--- src/rtl/alu.sv ---
// Registered N-bit ALU: eight ops selected by op_code, with result, carry and zero
// captured on the rising edge when en is high. Synchronous active-high reset.
module alu #(
    parameter int N = 8
) (
    input  logic         clk,
    input  logic         rst,
    input  logic [N-1:0] A,
    input  logic [N-1:0] B,
    input  logic [2:0]   op_code,
    input  logic         en,
    output logic [N-1:0] result_out,
    output logic         flag_carry,
    output logic         flag_zero
);

    typedef enum logic [2:0] {
        OP_ADD = 3'b000,
        OP_SUB = 3'b001,
        OP_AND = 3'b010,
        OP_NOT = 3'b011,
        OP_OR  = 3'b100,
        OP_XOR = 3'b101,
        OP_SHL = 3'b110,
        OP_SHR = 3'b111
    } op_e;

    typedef struct packed {
        logic         carry;
        logic [N-1:0] res;
    } alu_rsp_t;

    alu_rsp_t     nxt;
    logic [N:0]   sum;
    logic [N:0]   diff;

    // One extra bit on add/sub exposes carry-out and borrow directly.
    assign sum  = {1'b0, A} + {1'b0, B};
    assign diff = {1'b0, A} - {1'b0, B};

    always_comb begin
        nxt = '0;
        case (op_e'(op_code))
            OP_ADD: nxt = {sum[N], sum[N-1:0]};
            OP_SUB: nxt = {diff[N], diff[N-1:0]};
            OP_AND: nxt.res = A & B;
            OP_NOT: nxt.res = ~A;
            OP_OR:  nxt.res = A | B;
            OP_XOR: nxt.res = A ^ B;
            OP_SHL: nxt = {A[N-1], A[N-2:0], 1'b0};
            OP_SHR: nxt = {A[0], 1'b0, A[N-1:1]};
            default: nxt = '0;
        endcase
    end

    always_ff @(posedge clk) begin
        if (rst) begin
            result_out <= '0;
            flag_carry <= 1'b0;
            flag_zero  <= 1'b0;
        end else if (en) begin
            result_out <= nxt.res;
            flag_carry <= nxt.carry;
            flag_zero  <= (nxt.res == '0);
        end
    end

endmodule

--- config.mk ---
export PLATFORM = sky130hd
export DESIGN_NAME = alu
export DESIGN_NICKNAME = d
export VERILOG_FILES = /design/src/rtl/alu.sv
export SDC_FILE = /design/constraint.sdc
export NUM_CORES = 1
export LEC_CHECK = 0
export CAP_MARGIN = 20
export CORE_AREA = 2 2 70 72
export CTS_BUF_LIST = sky130_fd_sc_hd__clkbuf_4
export CTS_CLUSTER_SIZE = 12
export DETAILED_ROUTE_END_ITERATION = 16
export DIE_AREA = 0 0 72 74
export DONT_BUFFER_PORTS = 1
export GPL_TIMING_DRIVEN = 0
export SETUP_SLACK_MARGIN = 0.3
export SLEW_MARGIN = 10
export SYNTH_ARGS = -nofsm -noshare
export SYNTH_HDL_FRONTEND = slang
export SYNTH_SLANG_ARGS = --single-unit
--- constraint.sdc ---
create_clock -name clk -period 2.9 [get_ports clk]
set_input_delay 0.87 -clock clk [delete_from_list [all_inputs] [get_ports clk]]
set_output_delay 0.87 -clock clk [all_outputs]
set_load 0.03 [all_outputs]
* Yosys cells after proc, flatten, opt, wreduce, memory -nomap -nowiden *
Index checks and enable logic that the tools add are counted.

word-level totals
  bits in registers = 10
  latch bits = 0
  bits in writable memories = 0
  memory bits (read-only) = 0
  input port bits = 22
  output and inout port bits = 10
  word-level logic and storage cells = 20
  memories kept = 0

operators by class
  add/subtract/negate cells = 2
  multipliers = 0
  divide/modulo/power cells = 0
  $lt $le $gt $ge = 0
  equality and inequality tests = 7
  shifts and indexed selects = 0
  mux-type cells = 2
  bitwise logic cells = 4
  reductions and logical operators = 2

operators by type and width
  kind                number
  $pmux 8 s8          1
  $eq 3x3->1 const B  4
  $add 8x8->9         1
  $sub 8x8->9         1
  $and 8x8->8         1
  $logic_not 8->1     1
  $not 8->8           1
  $or 8x8->8          1
  $xor 8x8->8         1
  $eq 3x2->1 const B  2
  $pmux 1 s4          1
  $eq 3x1->1 const B  1
  $logic_not 3->1     1

* Longest topological paths before layout *
  word-level depth = 3
  gate-level depth with buffers = 10
  mapped depth without buffers = 10

* Worst setup path after synthesis *
No wires, ideal clock.

  path kind = input port to flip-flop
  start = in A[0]
  end = reg flag_zero
  library setup time = 117 ps
  arrival = 2562 ps
  data required time = 2783 ps
  path slack = 221 ps
  stages on the path = 10
  buffers on the path = 0
  path through = inv_1 ha_1 fa_1 o21bai_1 a21oi_1 o31a_1 a22o_1 nand2_1 a21boi_1 a32o_1

between the ends
  word-level cells in the longest chain between the ends = 3
  elaborated cells between the ends (all ways) = 8
  those cells by class = add/sub (2); mux (1); bitwise (4); reduce/logical (1)

ends and longest elaborated chain
  what                                 RTL line  text
  from (decl)                          8         input logic [N-1:0] A,
  $sub 8x8->9 (tied with other cells)  39        assign diff = {1'b0, A} - {1'b0, B};
  $pmux 8 s8 (*)                       43        case (op_e'(op_code))
  $logic_not 8->1 (*)                  64        flag_zero <= (nxt.res == '0);
  to (signal assigned)                 64
  to (decl)                            14        output logic flag_zero

Mark *: on every way between the ends. The rest lies on a longest branch, timed or not.
A chain may end at the register's enable or synchronous reset.

* Worst setup path in the final report *
  start = in A[1]
  end = reg flag_zero

The elaborated chain is that of the path after synthesis.

==> results_dict.tcl <==
set metrics [dict create \
    gr-usage-met2 0.283 \
    hold_path_class "reg -> reg" \
    setup_tns_ns 0 \
    area_growth_syn_to_layout_pct 10.2 \
    grt_pass1_vias 1471 \
    cts.reportedPaths.clkPinSlew_ns 0.06 \
    number_of_nets_in_the_finished_design 287 \
    overflow 0 \
    grt_antenna_before_repair 0 \
    setup-violations-final 0 \
    synth.yosys.seq_area_share 0.115 \
    drv_slew 0 \
    synth_area_um2 1740 \
    synth_cell_types 52 \
    post-synth-top-count-cell "sky130_fd_sc_hd__nor2_1" \
    synth_nets 282 \
    max-clock-path-buffers 2 \
    power_density_nw_per_um2 283 \
    wl_per_cell_um 15.7 \
    power.leakage_nw 0.809 \
    worst_setup_path_start_kind "input port" \
    cp-end-kind "flip-flop" \
    initial_utilization 0.378 \
    row_count 25 \
    synth_top_cell_by_area "sky130_fd_sc_hd__ha_1" \
    power.share.clock 0.164 \
    critPathRequiredTime_ns 3.05 \
    floorplan.die.height_um 74 \
    finalWorstSetupSlack_ns 0.386 \
    route.detailed.drc 0 \
    preCtsSetupSlack_ns 0.00554 \
    cts-buffers-inserted 3 \
    worst_slew_pin_slew_ns 0.649 \
    cp_data_arrival_time_ns 2.67 \
    final_min_period_over_clock_period 0.867 \
    clock-sinks 10 \
    antenna_violating_nets_post_route 0 \
    synth_warnings 0 \
    maximum_number_of_pins_on_one_net_before_global_route_repair 11 \
    yosys_register_bits 10 \
    die_width_um 72 \
    synth_common_cells "sky130_fd_sc_hd__nor2_1 (26), sky130_fd_sc_hd__ha_1 (24), sky130_fd_sc_hd__inv_1 (24), sky130_fd_sc_hd__a21oi_1 (17), sky130_fd_sc_hd__nand2_1 (14)" \
    critical_path.startpoint "A[1]" \
    ys_async_rst_share 0 \
    grt_pass1_wl_um 7400 \
    cts_setup_buffers 0 \
    setup_repair_after_global_routing_missed_its_margin "false" \
    rr_startpoint "result_out[6]" \
    irDropWorstVdd_mv 0.153 \
    number_of_hold_violations_in_the_final_report 0 \
    holdPathStages 2 \
    dp_hpwl_um 3650 \
    avgViaCountPerCell 5.60 \
    criticalPathCategory "in -> reg" \
    crit_path_cell_trace "clkinvlp_4 -> ha_4 -> nor2_1 -> o221ai_1 -> a22o_1 -> o31ai_2 -> mux2i_1 -> a21oi_2 -> a32o_1" \
    clock_tree.htree_level_count 1 \
    worst_skew_pair.late_latency_ns 0.26 \
    final_layout_size_suffix_gt1_frac 0.152 \
    gp_congestion 0.872 \
    critical_path.slowest_cell "sky130_fd_sc_hd__ha_4" \
    power_frac_comb 0.513 \
    synth_cells 234 \
    final.min_clock_period_ns 2.51 \
    design.die.area_um2 5330 \
    post-synth-top-area-fraction 0.173 \
    gr-max-usage-layer "met2" \
    totalWireLength_um 4570 \
    critPathMaxFanout 5 \
    register_to_register_path_depth 3 \
    synth_top_flop_cell "sky130_fd_sc_hd__dfxtp_1" \
    met1_usage 0.252 \
    use_met3 0.0420 \
    n_antenna_cell 0 \
    cts_tree "yes" \
    track_usage 0.174 \
    max_clock_freq_ghz 0.398 \
    cap_violations 0 \
    core_area_um2 4600 \
    sequentialPowerShare 0.323 \
    drt-pass1-iter-count 4 \
    swShare 0.413 \
    r2r_end "result_out[6]" \
    rrSetupSlack_ns 2.01 \
    top_level_ports 32 \
    layout.filler_cells 493 \
    ctsRootBufferMaster "sky130_fd_sc_hd__clkbuf_4" \
    place.port_buffers 0 \
    net_switching_uw 223 \
    setup.worst_path.end "flag_zero" \
    run_status "finished, final reports clean" \
    detail_route.iter0.violations 68 \
    vias 1630 \
    critical_path.max_stage_delay_ns 0.29 \
    synth-edff-count 0 \
    internal_power_uw 317 \
    synthTopCellsByArea "sky130_fd_sc_hd__ha_1 (17%), sky130_fd_sc_hd__dfxtp_1 (12%), sky130_fd_sc_hd__nor2_1 (5.6%)" \
    syn_area_per_cell_um2 7.42 \
    fin_skew_ns 0 \
    slew_headroom 0.564 \
]
-- metal layers --
metal | wire [um] | part of all wire | vias to the layer above
met3 | 294 | 0.064 | 0
met5 | 0 | 0 | -
li1 | - | - | 839
met4 | 0 | 0 | 0
met1 | 2130 | 0.47 | 749
met2 | 2140 | 0.47 | 42
-- layout by cell type, fill, tap and decap left out, drive strengths merged, types with 3 or more instances in the layout --
| master | n |
|---|---|
| nand2b | 5 |
| nor3b | 3 |
| inv | 23 |
| clkbuf | 7 |
| ha | 24 |
| o31ai | 3 |
| nand2 | 14 |
| a211oi | 8 |
| nor2 | 26 |
| dfxtp | 10 |
| a22oi | 4 |
| buf | 9 |
| o21ai | 12 |
| nor3 | 5 |
| xnor2 | 3 |
| nor2b | 10 |
| mux2i | 7 |
| o221ai | 4 |
| a21oi | 18 |
| o22ai | 3 |
-- registers in the layout (all words and copies together) (netlist names) --
register	cells
flag_zero	1
flag_carry	1
result_out	8
-- stage by stage --
stage	utilization	cell area (um^2)	total power, mW	std cells	hold WS [ns]
after floorplan	-	1800	0.395	234	0.584
after global placement	0.407	1870	0.447	288	0.618
after detailed placement	0.407	1870	0.447	288	0.615
after CTS	0.412	1900	0.538	291	0.627
after global routing	0.416	1910	0.586	291	0.650
final	0.416	1910	0.541	291	0.621
-- worst max-delay path: cells and delay by family --
| family | cells | cell delay (ns) |
|---|---|---|
| fa+ha+maj | 1 | 0.29 |
| mux | 1 | 0.25 |
| compound gates | 5 | 1.04 |
| simple gates | 1 | 0.09 |
| buf+inv | 1 | 0.13 |
-- cell families after synthesis --
kind of cell | after synthesis | share of synthesized area
and+or+nand+nor | 71 | 0.200
buffers and inverters | 37 | 0.0951
DFF | 10 | 0.115
muxes | 10 | 0.0663
adders and majority gates | 26 | 0.196
AOI/OAI and AO/OA | 75 | 0.302
xor gates and xnor gates | 5 | 0.0252
-- power groups by stage --
stage	clock network [mW]	registers [mW]	logic, mW
after floorplan	0	0.176	0.218
after global placement	0	0.178	0.268
after detailed placement	0	0.178	0.269
after CTS	0.0926	0.175	0.271
after global routing	0.101	0.176	0.309
final	0.0887	0.175	0.277
-- timing repair --
action / CTS / global route
hold buffers: 0 / 0
setup endpoints to repair: 1 / 2
resized for setup: 1 / 6
cloned: 0 / 0
pin swaps: 0 / 5
-- cell type report --
cell class | count | area, um^2 | area share
Multi-Input combinational cell | 187 | 1450 | 0.759
Sequential cell | 10 | 200 | 0.105
Inverter | 24 | 93.8 | 0.0491
Buffer | 13 | 77.6 | 0.0405
Tap cell | 54 | 67.6 | 0.0353
Clock buffer | 3 | 22.5 | 0.0118
-- worst min path at each step --
stage | start | to
after floorplan | flag_carry | flag_carry
after global placement | flag_carry | flag_carry
after detailed placement | result_out[0] | result_out[0]
after CTS | result_out[0] | result_out[0]
after global routing | result_out[0] | result_out[0]
final | result_out[0] | result_out[0]
(Power assumes the default switching activity.)
